### src/rtl/dog_builder.sv
// Streams three Gaussian scales in raster order and writes the two signed DoG images (g1-g0, g2-g1).
// Optional DOG_STATS_EN macro enables per-pass peak |DoG| tracking on first_max_abs/second_max_abs.
module dog_builder #(
   parameter int BIT_DEPTH    = 8,
   parameter int DIMENSION    = 4,
   parameter int BRAM_LATENCY = 2,
   localparam int AW          = $clog2(DIMENSION*DIMENSION)
) (
   input  logic                 clk,
   input  logic                 rst_in,
   input  logic                 start,
   output logic [AW-1:0]        gauss_address,
   input  logic [BIT_DEPTH-1:0] g0_data,
   input  logic [BIT_DEPTH-1:0] g1_data,
   input  logic [BIT_DEPTH-1:0] g2_data,
   output logic [AW-1:0]        dog_address,
   output logic                 dog_we,
   output logic [BIT_DEPTH:0]   first_dog_data,
   output logic [BIT_DEPTH:0]   second_dog_data,
   output logic                 busy,
   output logic                 done,
   output logic [BIT_DEPTH-1:0] first_max_abs,
   output logic [BIT_DEPTH-1:0] second_max_abs
);

   localparam logic [AW-1:0] LAST = AW'(DIMENSION*DIMENSION-1);

   typedef enum logic [1:0] {IDLE, RUN, DRAIN, DONE} state_t;

   state_t                 state_q;
   logic [AW-1:0]          gauss_addr_q;
   logic                   busy_q;
   logic                   done_q;

   logic [BRAM_LATENCY-1:0]         vld_pipe_q;
   logic [BRAM_LATENCY-1:0][AW-1:0] tag_pipe_q;

   logic [AW-1:0]          dog_addr_q;
   logic                   dog_we_q;
   logic [BIT_DEPTH:0]     first_q;
   logic [BIT_DEPTH:0]     second_q;

   logic                   accept;
   logic                   issue;
   logic                   last_write;
   logic [BIT_DEPTH:0]     first_d;
   logic [BIT_DEPTH:0]     second_d;

   assign accept     = (state_q == IDLE) && start;
   assign issue      = (state_q == RUN);
   assign last_write = dog_we_q && (dog_addr_q == LAST);

   // Zero-extend both operands so the 9-bit signed result never wraps.
   assign first_d  = {1'b0, g1_data} - {1'b0, g0_data};
   assign second_d = {1'b0, g2_data} - {1'b0, g1_data};

   always_ff @(posedge clk) begin
      if (!rst_in) begin
         state_q      <= IDLE;
         gauss_addr_q <= '0;
         busy_q       <= 1'b0;
         done_q       <= 1'b0;
      end else begin
         case (state_q)
            IDLE: begin
               done_q <= 1'b0;
               if (start) begin
                  state_q      <= RUN;
                  gauss_addr_q <= '0;
                  busy_q       <= 1'b1;
               end
            end
            RUN: begin
               if (gauss_addr_q == LAST) state_q <= DRAIN;
               else gauss_addr_q <= gauss_addr_q + AW'(1);
            end
            DRAIN: begin
               if (last_write) begin
                  state_q <= DONE;
                  busy_q  <= 1'b0;
                  done_q  <= 1'b1;
               end
            end
            DONE: begin
               state_q <= IDLE;
               done_q  <= 1'b0;
            end
            default: state_q <= IDLE;
         endcase
      end
   end

   // Each read carries its address through a shift register matching the BRAM latency.
   always_ff @(posedge clk) begin
      if (!rst_in) begin
         vld_pipe_q <= '0;
         tag_pipe_q <= '0;
         dog_we_q   <= 1'b0;
         dog_addr_q <= '0;
         first_q    <= '0;
         second_q   <= '0;
      end else begin
         vld_pipe_q[0] <= issue;
         tag_pipe_q[0] <= gauss_addr_q;
         for (int i = 1; i < BRAM_LATENCY; i++) begin
            vld_pipe_q[i] <= vld_pipe_q[i-1];
            tag_pipe_q[i] <= tag_pipe_q[i-1];
         end
         dog_we_q <= vld_pipe_q[BRAM_LATENCY-1];
         if (vld_pipe_q[BRAM_LATENCY-1]) begin
            dog_addr_q <= tag_pipe_q[BRAM_LATENCY-1];
            first_q    <= first_d;
            second_q   <= second_d;
         end
      end
   end

`ifdef DOG_STATS_EN
   logic [BIT_DEPTH-1:0] first_max_q;
   logic [BIT_DEPTH-1:0] second_max_q;
   logic [BIT_DEPTH-1:0] first_abs;
   logic [BIT_DEPTH-1:0] second_abs;
   logic [BIT_DEPTH:0]   first_neg;
   logic [BIT_DEPTH:0]   second_neg;

   // |x| of a BIT_DEPTH+1 signed value never exceeds 2^BIT_DEPTH-1, so BIT_DEPTH bits suffice.
   assign first_neg  = ~first_q + (BIT_DEPTH+1)'(1);
   assign second_neg = ~second_q + (BIT_DEPTH+1)'(1);
   assign first_abs  = first_q[BIT_DEPTH]  ? first_neg[BIT_DEPTH-1:0]  : first_q[BIT_DEPTH-1:0];
   assign second_abs = second_q[BIT_DEPTH] ? second_neg[BIT_DEPTH-1:0] : second_q[BIT_DEPTH-1:0];

   always_ff @(posedge clk) begin
      if (!rst_in) begin
         first_max_q  <= '0;
         second_max_q <= '0;
      end else if (accept) begin
         first_max_q  <= '0;
         second_max_q <= '0;
      end else if (dog_we_q) begin
         if (first_abs > first_max_q)   first_max_q  <= first_abs;
         if (second_abs > second_max_q) second_max_q <= second_abs;
      end
   end

   assign first_max_abs  = first_max_q;
   assign second_max_abs = second_max_q;
`else
   assign first_max_abs  = '0;
   assign second_max_abs = '0;
`endif

   assign gauss_address   = gauss_addr_q;
   assign dog_address     = dog_addr_q;
   assign dog_we          = dog_we_q;
   assign first_dog_data  = first_q;
   assign second_dog_data = second_q;
   assign busy            = busy_q;
   assign done            = done_q;

endmodule

### config.mk
export PLATFORM = sky130hd
export DESIGN_NAME = dog_builder
export DESIGN_NICKNAME = d
export VERILOG_FILES = /design/src/rtl/dog_builder.sv
export SDC_FILE = /design/constraint.sdc
export NUM_CORES = 1
export LEC_CHECK = 0
export CELL_PAD_IN_SITES_DETAIL_PLACEMENT = 0
export CELL_PAD_IN_SITES_GLOBAL_PLACEMENT = 1
export CORE_ASPECT_RATIO = 1.75
export CORE_UTILIZATION = 34
export DETAILED_ROUTE_END_ITERATION = 10
export PLACE_DENSITY_LB_ADDON = 0.1
export SLEW_MARGIN = 0
export SYNTH_ARGS = -nofsm -noshare
export SYNTH_HDL_FRONTEND = slang
export SYNTH_SLANG_ARGS = --single-unit
### constraint.sdc
create_clock -name clk -period 2.4 [get_ports clk]
set_input_delay 0.36 -clock clk [delete_from_list [all_inputs] [get_ports clk]]
set_output_delay 0.36 -clock clk [all_outputs]
set_load 0.02 [all_outputs]
==> flow_metrics.env <==
export IMPL_routabilityCongestion=0.780
export IMPL_synth_largest_area_cell="dfxtp_1"
export IMPL_ir_worst_vdd_uv=403
export IMPL_dr_total_vias=1895
export IMPL_synthMuxAreaShare_pct=4.31
export IMPL_synth_xor_area_share_pct=1.13
export IMPL_dieArea_sq_um=7170
export IMPL_synthesis_area_sq_um=2320
export IMPL_crit_arrival_ns=2.38
export IMPL_rsz0062_at_grt="no"
export IMPL_setup_viol=0
export IMPL_synthAdderAreaFrac_pct=13.6
export IMPL_final_nets=374
export IMPL_regToRegSetupSlack_ns=0.69
export IMPL_final_max_slew_violation_count=0
export IMPL_switching_power_w=0.000711
export IMPL_hpwl_um=4000
export IMPL_synth_top_area_share_pct=35.4
export IMPL_post_route_period_util_pct=91.8
export IMPL_power_frac_seq_pct=35.3
export IMPL_clkSinkCount=41
export IMPL_final_cells=406
export IMPL_r2r_start="state_q[0]"
export IMPL_first_iter_violations=49
export IMPL_p_sw_share_pct=31.2
export IMPL_hold_slack_ns=0.432
export IMPL_worst_setup_path_end_kind="register"
export IMPL_cts_hold_buf=0
export IMPL_crit_start="g1_data[0]"
export IMPL_antennaDiodeCount=0
export IMPL_hold_class="reg -> reg"
export IMPL_worstSetupEndpoint="second_dog_data[6]"
export IMPL_rows=39
export IMPL_path_class="in -> reg"
export IMPL_cts_clk_slew_worst_paths_ns=0.06
export IMPL_ys_ff_latch=41
export IMPL_grt_overflow=0
export IMPL_grt_pass1_wl_um=8700
export IMPL_synthCells=261
export IMPL_intPower_w=0.00157
export IMPL_dp_cells=398
export IMPL_synth_compound_area_share_pct=15.9
export IMPL_critical_path_max_fanout=2
export IMPL_skew_ns=0.00281
export IMPL_reg2regPathDepth=6
export IMPL_boundaryPins=72
export IMPL_start_util_pct=35.5
export IMPL_wl_um=5220
export IMPL_worst_skew_pair_late_latency_ns=0.28
export IMPL_fp_dieW_um=64.4
export IMPL_maxCapViolCount=0
export IMPL_viasPerCell=4.67
export IMPL_finalWorstPathRequiredPeriod_ns=2.20
export IMPL_drc=0
export IMPL_startpoint_type="input port"
export IMPL_numCtsBuffers=5
export IMPL_grt_max_degree=38
export IMPL_syn2layout_area_growth_pct=34.9
export IMPL_post_cts_repair_setup_buffers=0
export IMPL_yosysUniqueCellTypes=39
export IMPL_fmax_ghz=0.454
export IMPL_grt_use_total_pct=15.5
export IMPL_place_ws_ns=-0.0984
export IMPL_setup_ws_ns=0.197
export IMPL_grt_antenna_before_repair=0
export IMPL_seq_area_frac_synth_pct=35.4
export IMPL_first_pass_iters=4
export IMPL_leakage_nw=1.36
export IMPL_hold_violations=0
export IMPL_cts_tree="yes"
export IMPL_io_buffers=55
export IMPL_ys_warn_count=0
export IMPL_pwr_share_clk_pct=34.3
export IMPL_die_y_um=111
export IMPL_postSynthAreaPerCell_sq_um=8.89
export IMPL_clockBufferDepth=2
export IMPL_synth_top_family_by_area="simple AND/OR/NAND/NOR gates"
export IMPL_htree_levels=2
export IMPL_routedWlPerCell_um=12.9
export IMPL_status="completed"
export IMPL_cts_resized=0
export IMPL_ant_nets=0
export IMPL_final_cell_mix="clkdlybuf4s50_1 (55), dfxtp_1 (41), inv_1 (24)"
export IMPL_required_ns=2.58
export IMPL_p_comb_share_pct=30.4
export IMPL_coreArea_sq_um=6540
export IMPL_final_common_cell="clkdlybuf4s50_1"
export IMPL_synth_area_top_cells="dfxtp_1 (35%), ha_1 (12%), buf_4 (5.2%)"
export IMPL_grt_pass1_vias=1914
export IMPL_root_buffer="clkbuf_16"
export IMPL_drive_above_1_share_pct=6.79
export IMPL_timing_rr_end="gauss_address[2]"
export IMPL_power_density_nw_per_um2=728
export IMPL_yosys_area_share_simple_pct=19.1
## critical path: stages
cell	delay, ns
clkdlybuf4s50_1	0.48
ha_1	0.19
fa_1	0.27
nor2b_4	0.06
o31a_1	0.26
o21a_1	0.19
or3_1	0.31
a32o_1	0.26
## final cells by class
cell class              instances  area (sq um)
repair buffers                 64           631
flip-flops and latches         41           821
multi-input cells             187          1310
clock buffers                   5           125
clock inverters                 3          46.3
fillers                       684          3410
inverters                      24          90.1
well taps                      82           103
## registers in the layout, summed over array words and instances (netlist names), 2 cells and up
register         count
first_dog_data       9
gauss_address        4
state_q              2
vld_pipe_q           2
dog_address          4
second_dog_data      9
tag_pipe_q           8
## metal layers
layer	vias to the layer above	GRT usage [%]	wire, um
li1	992	-	-
met1	860	16.2	2080
met2	36	29.1	2860
met3	7	3.50	205
met4	0	5.78	77
met5	-	0	0
## power by group through the flow
| stage | clock (W) | combinational (W) | sequential (W) |
|---|---|---|---|
| after floorplan | 0 | 0.000408 | 0.000868 |
| after global placement | 0 | 0.000697 | 0.000819 |
| after detailed placement | 0 | 0.000698 | 0.000820 |
| after CTS | 0.000805 | 0.000705 | 0.000807 |
| after global routing | 0.000832 | 0.000778 | 0.000815 |
| final | 0.000782 | 0.000692 | 0.000804 |
## worst min-delay path by stage
| stage | to | startpoint | cells after the start | slack [ns] |
|---|---|---|---|---|
| after global routing | vld_pipe_q[1] | vld_pipe_q[0] | 1 | 0.45 |
| after global placement | tag_pipe_q[4] | tag_pipe_q[0] | 1 | 0.41 |
| after CTS | vld_pipe_q[1] | vld_pipe_q[0] | 1 | 0.43 |
| final | tag_pipe_q[5] | tag_pipe_q[1] | 1 | 0.43 |
| after floorplan | tag_pipe_q[4] | tag_pipe_q[0] | 1 | 0.41 |
| after detailed placement | vld_pipe_q[1] | vld_pipe_q[0] | 1 | 0.42 |
## synthesized netlist by cell type
cell and instances:
o21a_1 4, nand2b_1 2, nor2b_4 2, inv_1 24, nand2_1 21, buf_2 1, nor2b_1 16, xnor2_1 1
mux2i_1 10, nand4_1 1, o21ai_0 13, nor4b_1 2, o211ai_1 1, nand3_1 9, a21boi_0 1, a211oi_1 2
and2_1 9, conb_1 1, a31o_2 2, o31a_1 2, a311o_1 2, o31ai_1 3, a31oi_1 2, buf_4 16
nor2_1 5, ha_1 22, dfxtp_1 41, o211a_1 4, or3_1 2, clkbuf_1 7, a32o_1 2, xor2_1 2
a21o_1 3, a21oi_1 14, or3b_2 1, and4_1 2, nor3_1 4, fa_1 2, nand3b_1 3
## cell families (layout without fill, tap and decap cells)
| logic type | Yosys count | count (layout) |
|---|---|---|
| buf+inv | 48 | 96 |
| flops | 41 | 41 |
| xor+xnor | 3 | 3 |
| mux | 10 | 10 |
| simple gates | 79 | 79 |
| fa+ha+maj | 24 | 24 |
| compound gates | 55 | 55 |
| other cells | 1 | 16 |
## per-stage QoR
stage / util [%] / TNS (ns) / cell area, sq um / power (W)
floorplan: - / 0 / 2380 / 0.00128
global placement: 45.2 / -0.144 / 2960 / 0.00152
detailed placement: 45.2 / -0.177 / 2960 / 0.00152
CTS: 47.9 / 0 / 3130 / 0.00232
global route: 47.9 / 0 / 3130 / 0.00242
finish: 47.9 / 0 / 3130 / 0.00228
(Power assumes the default switching activity.)
